<file path="src/rtl/pc_sequencer.sv">
// Registered program counter with stall, issue counter and next-PC selection for B/BL, CBZ/CBNZ and BR.
// Optional return-address stack is built only when the macro PC_RAS_EN is defined.
module pc_sequencer #(
    parameter int               ADDR_W    = 64,
    parameter logic [ADDR_W-1:0] RESET_PC = '0,
    parameter int               RAS_DEPTH = 4,
    parameter int               CNT_W     = 32
) (
    input  logic              CLK,
    input  logic              Reset,
    input  logic              Stall,
    input  logic              Branch,
    input  logic              BranchNZ,
    input  logic              ALUZero,
    input  logic              Uncondbranch,
    input  logic              Link,
    input  logic              Return,
    input  logic [ADDR_W-1:0] RegTarget,
    input  logic [63:0]       SignExtImm64,
    output logic [ADDR_W-1:0] CurrentPC,
    output logic [ADDR_W-1:0] NextPC,
    output logic              Taken,
    output logic [CNT_W-1:0]  IssueCount,
    output logic              RasEmpty
);

    logic [ADDR_W-1:0] r_pc;
    logic [CNT_W-1:0]  r_issue_cnt;

    logic [65:0]       w_imm_x4;
    logic [ADDR_W-1:0] w_off;
    logic [ADDR_W-1:0] w_pc_plus4;
    logic [ADDR_W-1:0] w_branch_tgt;
    logic [ADDR_W-1:0] w_ret_tgt;
    logic              w_cond_taken;
    logic              w_unused;
    logic              w_unused_cfg;

    // Word offset to byte offset; bits above ADDR_W are simply dropped.
    assign w_imm_x4     = {SignExtImm64, 2'b00};
    assign w_off        = w_imm_x4[ADDR_W-1:0];
    assign w_pc_plus4   = r_pc + ADDR_W'(4);
    assign w_branch_tgt = r_pc + w_off;
    assign w_cond_taken = Branch & (ALUZero ^ BranchNZ);
    assign w_unused     = ^{w_imm_x4, w_unused_cfg};

    always_comb begin
        NextPC = w_pc_plus4;
        Taken  = 1'b0;
        if (Return) begin
            NextPC = w_ret_tgt;
            Taken  = 1'b1;
        end else if (Uncondbranch || w_cond_taken) begin
            NextPC = w_branch_tgt;
            Taken  = 1'b1;
        end
    end

    always_ff @(posedge CLK) begin
        if (Reset) begin
            r_pc        <= RESET_PC;
            r_issue_cnt <= '0;
        end else if (!Stall) begin
            r_pc        <= NextPC;
            r_issue_cnt <= r_issue_cnt + CNT_W'(1);
        end
    end

    assign CurrentPC  = r_pc;
    assign IssueCount = r_issue_cnt;

`ifdef PC_RAS_EN
    localparam int PTR_W = $clog2(RAS_DEPTH);

    logic [ADDR_W-1:0] r_ras [RAS_DEPTH];
    logic [PTR_W-1:0]  r_ras_ptr;
    logic [PTR_W:0]    r_ras_cnt;

    logic [PTR_W-1:0]  w_ras_top_idx;
    logic [PTR_W-1:0]  w_ras_wr_idx;
    logic              w_ras_empty;
    logic              w_ras_replace;
    logic              w_ras_push;
    logic              w_ras_pop;
    logic              w_ras_active;

    // r_ras_ptr is the next free slot; the top lives one below it, wrapping.
    assign w_ras_top_idx = r_ras_ptr - PTR_W'(1);
    assign w_ras_empty   = (r_ras_cnt == '0);
    assign w_ret_tgt     = w_ras_empty ? RegTarget : r_ras[w_ras_top_idx];
    assign w_ras_active  = !Reset && !Stall;
    assign w_ras_replace = Link & Return & !w_ras_empty;
    assign w_ras_push    = Link & !w_ras_replace;
    assign w_ras_pop     = Return & !Link & !w_ras_empty;
    assign w_ras_wr_idx  = w_ras_replace ? w_ras_top_idx : r_ras_ptr;
    assign w_unused_cfg  = 1'b0;

    always_ff @(posedge CLK) begin
        if (w_ras_active && (w_ras_push || w_ras_replace)) begin
            r_ras[w_ras_wr_idx] <= w_pc_plus4;
        end
    end

    // A push onto a full stack overwrites the oldest entry; the count just saturates.
    always_ff @(posedge CLK) begin
        if (Reset) begin
            r_ras_ptr <= '0;
            r_ras_cnt <= '0;
        end else if (!Stall) begin
            if (w_ras_push) begin
                r_ras_ptr <= r_ras_ptr + PTR_W'(1);
                if (r_ras_cnt != (PTR_W+1)'(RAS_DEPTH)) begin
                    r_ras_cnt <= r_ras_cnt + (PTR_W+1)'(1);
                end
            end else if (w_ras_pop) begin
                r_ras_ptr <= w_ras_top_idx;
                r_ras_cnt <= r_ras_cnt - (PTR_W+1)'(1);
            end
        end
    end

    assign RasEmpty = w_ras_empty;
`else
    logic [31:0] w_unused_depth;

    assign w_unused_depth = 32'(RAS_DEPTH);
    assign w_unused_cfg   = ^{Link, w_unused_depth};
    assign w_ret_tgt      = RegTarget;
    assign RasEmpty       = 1'b1;
`endif

endmodule
</file>
<file path="config.mk">
export PLATFORM = sky130hd
export DESIGN_NAME = pc_sequencer
export DESIGN_NICKNAME = d
export VERILOG_FILES = /design/src/rtl/pc_sequencer.sv
export SDC_FILE = /design/constraint.sdc
export NUM_CORES = 1
export LEC_CHECK = 0
export CAP_MARGIN = 20
export CORE_MARGIN = 8
export CORE_UTILIZATION = 45
export CTS_CLUSTER_DIAMETER = 120
export DETAILED_ROUTE_END_ITERATION = 8
export PLACE_DENSITY = 0.81
export SYNTH_ARGS = -nofsm -noshare
export SYNTH_HDL_FRONTEND = slang
export SYNTH_SLANG_ARGS = --single-unit
</file>
<file path="constraint.sdc">
create_clock -name CLK -period 14.1 [get_ports CLK]
set_clock_uncertainty 0.15 [all_clocks]
set_input_delay 2.115 -clock CLK [delete_from_list [all_inputs] [get_ports CLK]]
set_output_delay 2.115 -clock CLK [all_outputs]
set_load 0.03 [all_outputs]
</file>
Word level (Yosys, flattened, before mapping)
Cells that the tools add are included.
{"block": "op_classes", "add_sub_neg": 3, "muxes": 4, "bitwise": 2, "reduce_logical": 1}
{"op": "64-bit two-way mux", "n": 2}
{"op": "64-bit by 3-bit adder with 64-bit output, second input constant", "n": 1}
{"op": "64-bit adder", "n": 1}
{"op": "32-bit by 1-bit adder with 32-bit output, second input constant", "n": 1}
{"op": "1-bit two-way mux", "n": 2}
{"op": "1-bit bitwise AND", "n": 1}
{"op": "1-bit logical OR", "n": 1}
{"op": "1-bit XOR", "n": 1}
{"block": "totals", "ff_bits": 96, "inputBits": 137, "out_inout_bits": 162, "wordCells": 12}

Longest topological paths before layout
Gate-level depths: netlist of run 1.
{"block": "depth", "depth_word": 5, "depth_mapped": 15, "ltp_nobuf": 14}

Least setup slack after synthesis of run 1
Ideal clock, no wire load.
{"block": "synth_timing", "kind": "input to output", "from": "in BranchNZ", "to": "out NextPC[50]", "t_arrival_ns": 6.000, "t_required_ns": 11.835, "slack_ns": 5.835, "stages": 15, "n_path_buf": 1, "cell_sequence": "xor2_1 -> a21oi_1 -> clkbuf_1 -> or2_2 -> ha_1 -> fa_1 -> a21o_1 -> a311o_1 -> a21oi_2 -> or4_4 -> a211o_1 -> a21boi_4 -> o21a_1 -> nor3_1 -> o31ai_1"}
{"block": "synth_via", "elab_chain_len": 5}
{"item": "start, declared", "line": "13", "rtl": "input logic BranchNZ,"}
{"item": "1-bit XOR", "line": "44", "rtl": "assign w_cond_taken = Branch & (ALUZero ^ BranchNZ);"}
{"item": "1-bit bitwise AND", "line": "44"}
{"item": "1-bit logical OR", "line": "53", "rtl": "end else if (Uncondbranch || w_cond_taken) begin"}
{"item": "64-bit two-way mux", "line": "53"}
{"item": "64-bit two-way mux", "line": "50", "rtl": "if (Return) begin"}
{"item": "end, declared", "line": "21", "rtl": "output logic [ADDR_W-1:0] NextPC,"}
No other way between the ends.

Worst setup path in the final report of run 1
{"block": "layout_timing", "from": "in BranchNZ", "to": "out NextPC[56]"}
The elaborated chain is that of the path after synthesis.

==> results.json, run 1 <==
{
  "worst_ep_required_time_ns": 11.84,
  "r2r_slack_ns": 10.22,
  "tightest_slew_ns": 0.9771,
  "synth_compound_area_share_pct": 27.14,
  "synthMuxAreaShare_pct": 3.597,
  "synth_xor_area_share_pct": 7.583,
  "antenna_found_initial": 2,
  "cts_num_sinks": 96,
  "worstSetupPathType": "input pin to primary output",
  "dp_hpwl_um": 24680,
  "finalMaxSlewViolations": 0,
  "ys_types": 71,
  "synth_top_family_by_area": "compound AO/OA/AOI/OAI gates",
  "synth.ff_latch_count": 96,
  "min_to": "CurrentPC[5]",
  "clockRootBuffer": "clkbuf_16",
  "avgSynthCellArea_um2": 7.243,
  "synth-simple-area-share_pct": 25.87,
  "wl_um": 32480,
  "reg2reg_from": "CurrentPC[2]",
  "seq_area_frac_synth_pct": 22.19,
  "die_area_um2": 23940,
  "cts-resized-gates": 0,
  "port-buffer-count": 294,
  "rows": 50,
  "synth_fa_ha_area_share_pct": 9.187,
  "htreeDepth": 3,
  "synth_most_common_cell": "nand2_1",
  "ctsHoldBuffers": 0,
  "cp_max_fo": 63,
  "cp-start-kind": "input pin",
  "fmax_mhz": 102.5,
  "grt_first_pass_wirelength_um": 51000,
  "ant_nets": 0,
  "cts_setup_buffers": 0,
  "drive_above_1_share_pct": 4.039,
  "via_count": 9709,
  "cp.arrival_ns": 7.50,
  "setup_tns_ns": 0,
  "dieWidth_um": 154.7,
  "post_drt_wl_per_cell_um": 19.13,
  "grt_pass1_vias": 9493,
  "syn_area_um2": 8662,
  "grtUsageTotal_pct": 26.16,
  "synthTopCellsByCount": "nand2_1, a21oi_1, nor2_1, dfxtp_1, o21ai_0",
  "powerDensity_nw_per_um2": 88.27,
  "numCtsBuffers": 9,
  "holdPathStages": 2,
  "fin_util_pct": 63.74,
  "grt_start_max_net_pins": 86,
  "ys_top_cells_by_area": "dfxtp_1, ha_1, nand2_1",
  "synth_fp_nets": 1396,
  "leakagePower_nw": 4.753,
  "layout.nets": 1631,
  "rsz0062_at_grt": "no",
  "synthCells": 1196,
  "hp-start": "CurrentPC[5]",
  "outcome": "finished clean",
  "period_share_pct": 69.22,
  "core_um2": 18830,
  "synth_top_area_share_pct": 22.19,
  "area_delta_synth_final_pct": 38.57,
  "viasPerCell": 5.718,
  "reg2reg_depth": 11,
  "routabilityCongestion": 0.9284,
  "synth-edff-count": 0,
  "vdd_drop_max_mv": 0.05742,
  "drcViolationCount": 0,
  "synth_top_flop_cell": "dfxtp_1",
  "endpoint_kind": "primary output",
  "yosys_warnings": 0,
  "reg2reg_to": "CurrentPC[56]",
  "drt_iter0_drc": 745,
  "die_h_um": 154.7,
  "yosysTopAreaCell": "dfxtp_1",
  "max_slew_margin_pct": 34.46,
  "path_clk_slew_ns": 0.08,
  "pin_count": 299,
  "async_reset_ff_share_pct": 0,
  "dr.pass1.iters": 5,
  "start_util_pct": 46.00,
  "clk_latency_ns": 0.37,
  "hold_violations": 0,
  "nFillCells": 1692,
  "cap_violations": 0,
  "min_path_type": "flip-flop to flip-flop",
  "finalCriticalPeriod_ns": 9.760,
  "finalSetupViolations": 0,
  "clock_path_buffers": 2,
  "cts_tree": "yes",
  "grt-ovfl-total": 0
}
[layout make-up]
class | instances | area [µm²] | area share (%)
diodes | 2 | 5.005 | 0.04170
flip-flops and latches | 96 | 1922 | 16.01
clock inverters | 7 | 88.84 | 0.7401
well taps | 260 | 325.3 | 2.710
multi-input cells | 1000 | 6371 | 53.08
clock buffers | 9 | 225.2 | 1.876
repair buffers | 300 | 2975 | 24.79
inverters | 24 | 90.09 | 0.7505
[layer usage]
layer | global-route usage [%] | part of all wire (%)
met5 | 0 | 0
met4 | 8.913 | 2.3
met3 | 6.436 | 8.7
met2 | 44.21 | 47
met1 | 31.85 | 42
[cell usage in the layout (no fill, tap or decap), drive strengths merged, types with 6 or more instances in the layout]
cell and n:
and2 6, a21o 22, nor2 104, nand2b 9, nand3 20, o31ai 13
mux2i 21, o21a 38, xor2 35, a211oi 13, nor2b 68, buf 9
o21ai 93, a21oi 108, clkdlybuf4s50 291, o211a 10, nand2 164, nand4 33
dfxtp 96, nor3 21, clkbuf 9, xnor2 40, a31oi 6, inv 28
ha 62, mux2 9, or3 11, o22ai 11, o21bai 13
[report_power, final]
part	switching [W]	total (W)	internal, W	leakage, nW
Sequential	0.0000157	0.000303	0.000287	0.787
Combinational	0.000284	0.000483	0.000199	3.81
Clock	0.000145	0.000274	0.000130	0.153
Total	0.000444	0.00106	0.000615	4.75
[critical path: stages]
cell             delay (ns)
clkdlybuf4s50_1        0.53
xor2_1                 0.26
a21oi_4                0.08
buf_4                  0.34
or2_2                  0.38
ha_1                   0.23
fa_1                   0.45
a21o_1                 0.24
a311o_1                0.37
a21oi_2                0.31
o221ai_2               0.27
o211ai_2               0.32
nand2_1                0.17
o31ai_1                0.36
mux2i_1                0.35
nand2_1                0.09
clkdlybuf4s50_1        0.62
[logic make-up (layout without fill, tap and decap cells)]
kind of cell | Yosys count | in the layout
multiplexers | 30 | 30
buffers and inverters | 100 | 340
XOR/XNOR | 75 | 75
flip-flops | 96 | 96
adder cells (fa/ha/maj) | 63 | 63
AND/OR/NAND/NOR | 467 | 467
AO/OA/AOI/OAI | 364 | 364
other | 1 | 3
[registers in the layout, summed over array words and instances (netlist names)]
name / cells
CurrentPC: 64
IssueCount: 32
[worst max-delay path by stage]
stage | startpoint | endpoint | slack, ns | cells after the start
after floorplan | BranchNZ | NextPC[50] | 5.83 | 15
after global placement | BranchNZ | NextPC[56] | 4.51 | 17
after detailed placement | BranchNZ | NextPC[56] | 4.46 | 17
after CTS | BranchNZ | NextPC[56] | 4.41 | 17
after global routing | BranchNZ | NextPC[56] | 4.19 | 17
final | BranchNZ | NextPC[56] | 4.34 | 17
[per-stage QoR]
stage | worst slack, ns | total power (W) | cell area, µm² | hold slack [ns] | instances
after detailed placement | 4.456 | 0.0007852 | 11680 | 0.3282 | 1680
after global placement | 4.508 | 0.0007808 | 11680 | 0.3209 | 1680
after CTS | 4.407 | 0.001061 | 12000 | 0.3422 | 1696
after floorplan | 5.835 | 0.0006016 | 8662 | 0.4491 | 1196
final | 4.340 | 0.001059 | 12000 | 0.3373 | 1698
after global routing | 4.186 | 0.001108 | 12000 | 0.3689 | 1698
Power figures use the tool's default switching activity.
==> run 2: changes to the inputs <==
--- a/config.mk
+++ b/config.mk
@@ -7,10 +7,10 @@
 export LEC_CHECK = 0
 export CAP_MARGIN = 20
 export CORE_MARGIN = 8
-export CORE_UTILIZATION = 45
+export CORE_UTILIZATION = 42
 export CTS_CLUSTER_DIAMETER = 120
 export DETAILED_ROUTE_END_ITERATION = 8
-export PLACE_DENSITY = 0.81
+export PLACE_DENSITY = 0.79
 export SYNTH_ARGS = -nofsm -noshare
 export SYNTH_HDL_FRONTEND = slang
 export SYNTH_SLANG_ARGS = --single-unit
==> constraint.sdc (replaced) <==
create_clock -name CLK -period 7.8 [get_ports CLK]
set_clock_uncertainty 0.15 [all_clocks]
set_input_delay 1.17 -clock CLK [delete_from_list [all_inputs] [get_ports CLK]]
set_output_delay 1.17 -clock CLK [all_outputs]
set_load 0.03 [all_outputs]
==> run 2 against run 1 <==
- worst setup slack got worse by 3.9 ns
- largest power group unchanged
- die area is 6.4% higher
- highest routed layer unchanged
- final area rose by 0.75%
==> results.json, run 2 (synthesis gave the netlist of run 1 again) <==
{
  "outcome": "finished clean",
  "worstSetupPathType": "input pin to primary output",
  "clockRootBuffer": "clkbuf_16",
  "die_area_um2": 25480,
  "tightest_slew_ns": 0.9286,
  "finalMaxSlewViolations": 0,
  "final_cell_mix": "clkdlybuf4s50_1, nand2_1, a21oi_1, nor2_1, dfxtp_1",
  "cts_num_sinks": 96,
  "rows": 52,
  "setup_tns_ns": 0,
  "dieWidth_um": 159.6,
  "start_util_pct": 42.81,
  "endpoint_kind": "primary output",
  "min_path_type": "flip-flop to flip-flop",
  "switchingPower_w": 0.0007945,
  "clk_latency_ns": 0.37,
  "antenna_found_initial": 1,
  "viasPerCell": 5.668,
  "period_share_pct": 94.63,
  "path_clk_slew_ns": 0.07,
  "fin_util_pct": 59.76,
  "cap_violations": 0,
  "clock_path_buffers": 2,
  "grt-ovfl-total": 0,
  "ant_nets": 0,
  "cp_max_fo": 5,
  "wl_um": 32370,
  "cts-resized-gates": 0,
  "die_h_um": 159.6,
  "grtUsageTotal_pct": 24.54,
  "p_comb_share_pct": 45.9,
  "cp-start-kind": "input pin",
  "grt_pass1_vias": 9502,
  "dr.pass1.iters": 6,
  "leakagePower_nw": 4.802,
  "worst_ep_required_time_ns": 6.48,
  "final_common_cell": "clkdlybuf4s50_1",
  "core_um2": 20230,
  "pin_count": 299,
  "fmax_mhz": 135.5,
  "vdd_drop_max_mv": 0.09375,
  "routabilityCongestion": 0.9561,
  "port-buffer-count": 294,
  "htreeDepth": 3,
  "post_drt_wl_per_cell_um": 18.86,
  "drt_iter0_drc": 670,
  "dp_hpwl_um": 25270,
  "cts_setup_buffers": 0,
  "layout.nets": 1640,
  "ctsHoldBuffers": 0,
  "pwr-share-clk_pct": 25.5,
  "finalSetupViolations": 0,
  "grt_start_max_net_pins": 78,
  "drive_above_1_share_pct": 4.637,
  "hold_violations": 0,
  "cp.arrival_ns": 6.06,
  "drcViolationCount": 0,
  "max_slew_margin_pct": 37.71,
  "finalCriticalPeriod_ns": 7.381,
  "area_delta_synth_final_pct": 39.61,
  "swShare_pct": 41.53,
  "worst_hold_slack_ns": 0.3473,
  "largest_reg_flops": 64,
  "power_w": 0.001913,
  "power_frac_seq_pct": 28.6,
  "cts_tree": "yes",
  "p_int_w": 0.001119,
  "numCtsBuffers": 9,
  "powerDensity_nw_per_um2": 158.2,
  "grt_first_pass_wirelength_um": 51650,
  "rsz0062_at_grt": "no",
  "via_count": 9726
}
## run 2: layer usage
| layer | up-vias | GRT usage, % | wire, µm |
|---|---|---|---|
| met3 | 47 | 6.555 | 2769 |
| met4 | 0 | 7.633 | 684 |
| met5 | - | 0 | 0 |
| li1 | 4743 | - | - |
| met1 | 4528 | 30.11 | 13690 |
| met2 | 408 | 41.12 | 15230 |
## run 2: critical path: stages
cell and delay [ns]:
clkdlybuf4s50_1 0.50, xor2_1 0.25, a21oi_4 0.13, or2_2 0.29, ha_1 0.22, fa_1 0.41
a21o_1 0.22, a311o_1 0.38, a21oi_2 0.31, o221ai_2 0.28, o211ai_2 0.33, nand2_1 0.16
o31ai_1 0.39, mux2i_1 0.32, nand2_1 0.08, clkdlybuf4s50_1 0.60
## run 2: area by class of cell
type                       instances  area [µm²]
multi-input combinational       1000        6371
fill                            1859        8142
sequential                        96        1922
antenna                            1       2.502
clock buffer                       9       225.2
inverter                          24       90.09
clock inverter                     7       88.84
tap                              270       337.8
timing repair buffer             309        3055
## run 2: final timing paths
path / startpoint / end / slack (ns) / cells after the start
worst min-delay path: CurrentPC[6] / CurrentPC[6] / 0.35 / 2
worst max-delay path: ALUZero / NextPC[56] / 0.42 / 16
worst min register to register: CurrentPC[6] / CurrentPC[6] / 0.35 / 2
worst max register to register: CurrentPC[2] / CurrentPC[56] / 3.98 / 11
## run 2: power groups by stage
stage	combinational (W)	sequential (W)	clock, W
after floorplan	0.000481	0.000606	0
after global placement	0.000864	0.000557	0
after detailed placement	0.000870	0.000558	0
after CTS	0.000875	0.000547	0.000500
after global routing	0.000944	0.000551	0.000521
final	0.000878	0.000547	0.000488
## run 2: metrics by stage
step,worst slack [ns],cells,cell area (µm²)
floorplan,1.425,1196,8662
global route,0.2683,1716,12090
global placement,0.5091,1699,11780
CTS,0.4819,1715,12090
detailed placement,0.4822,1699,11780
finish,0.4186,1716,12090
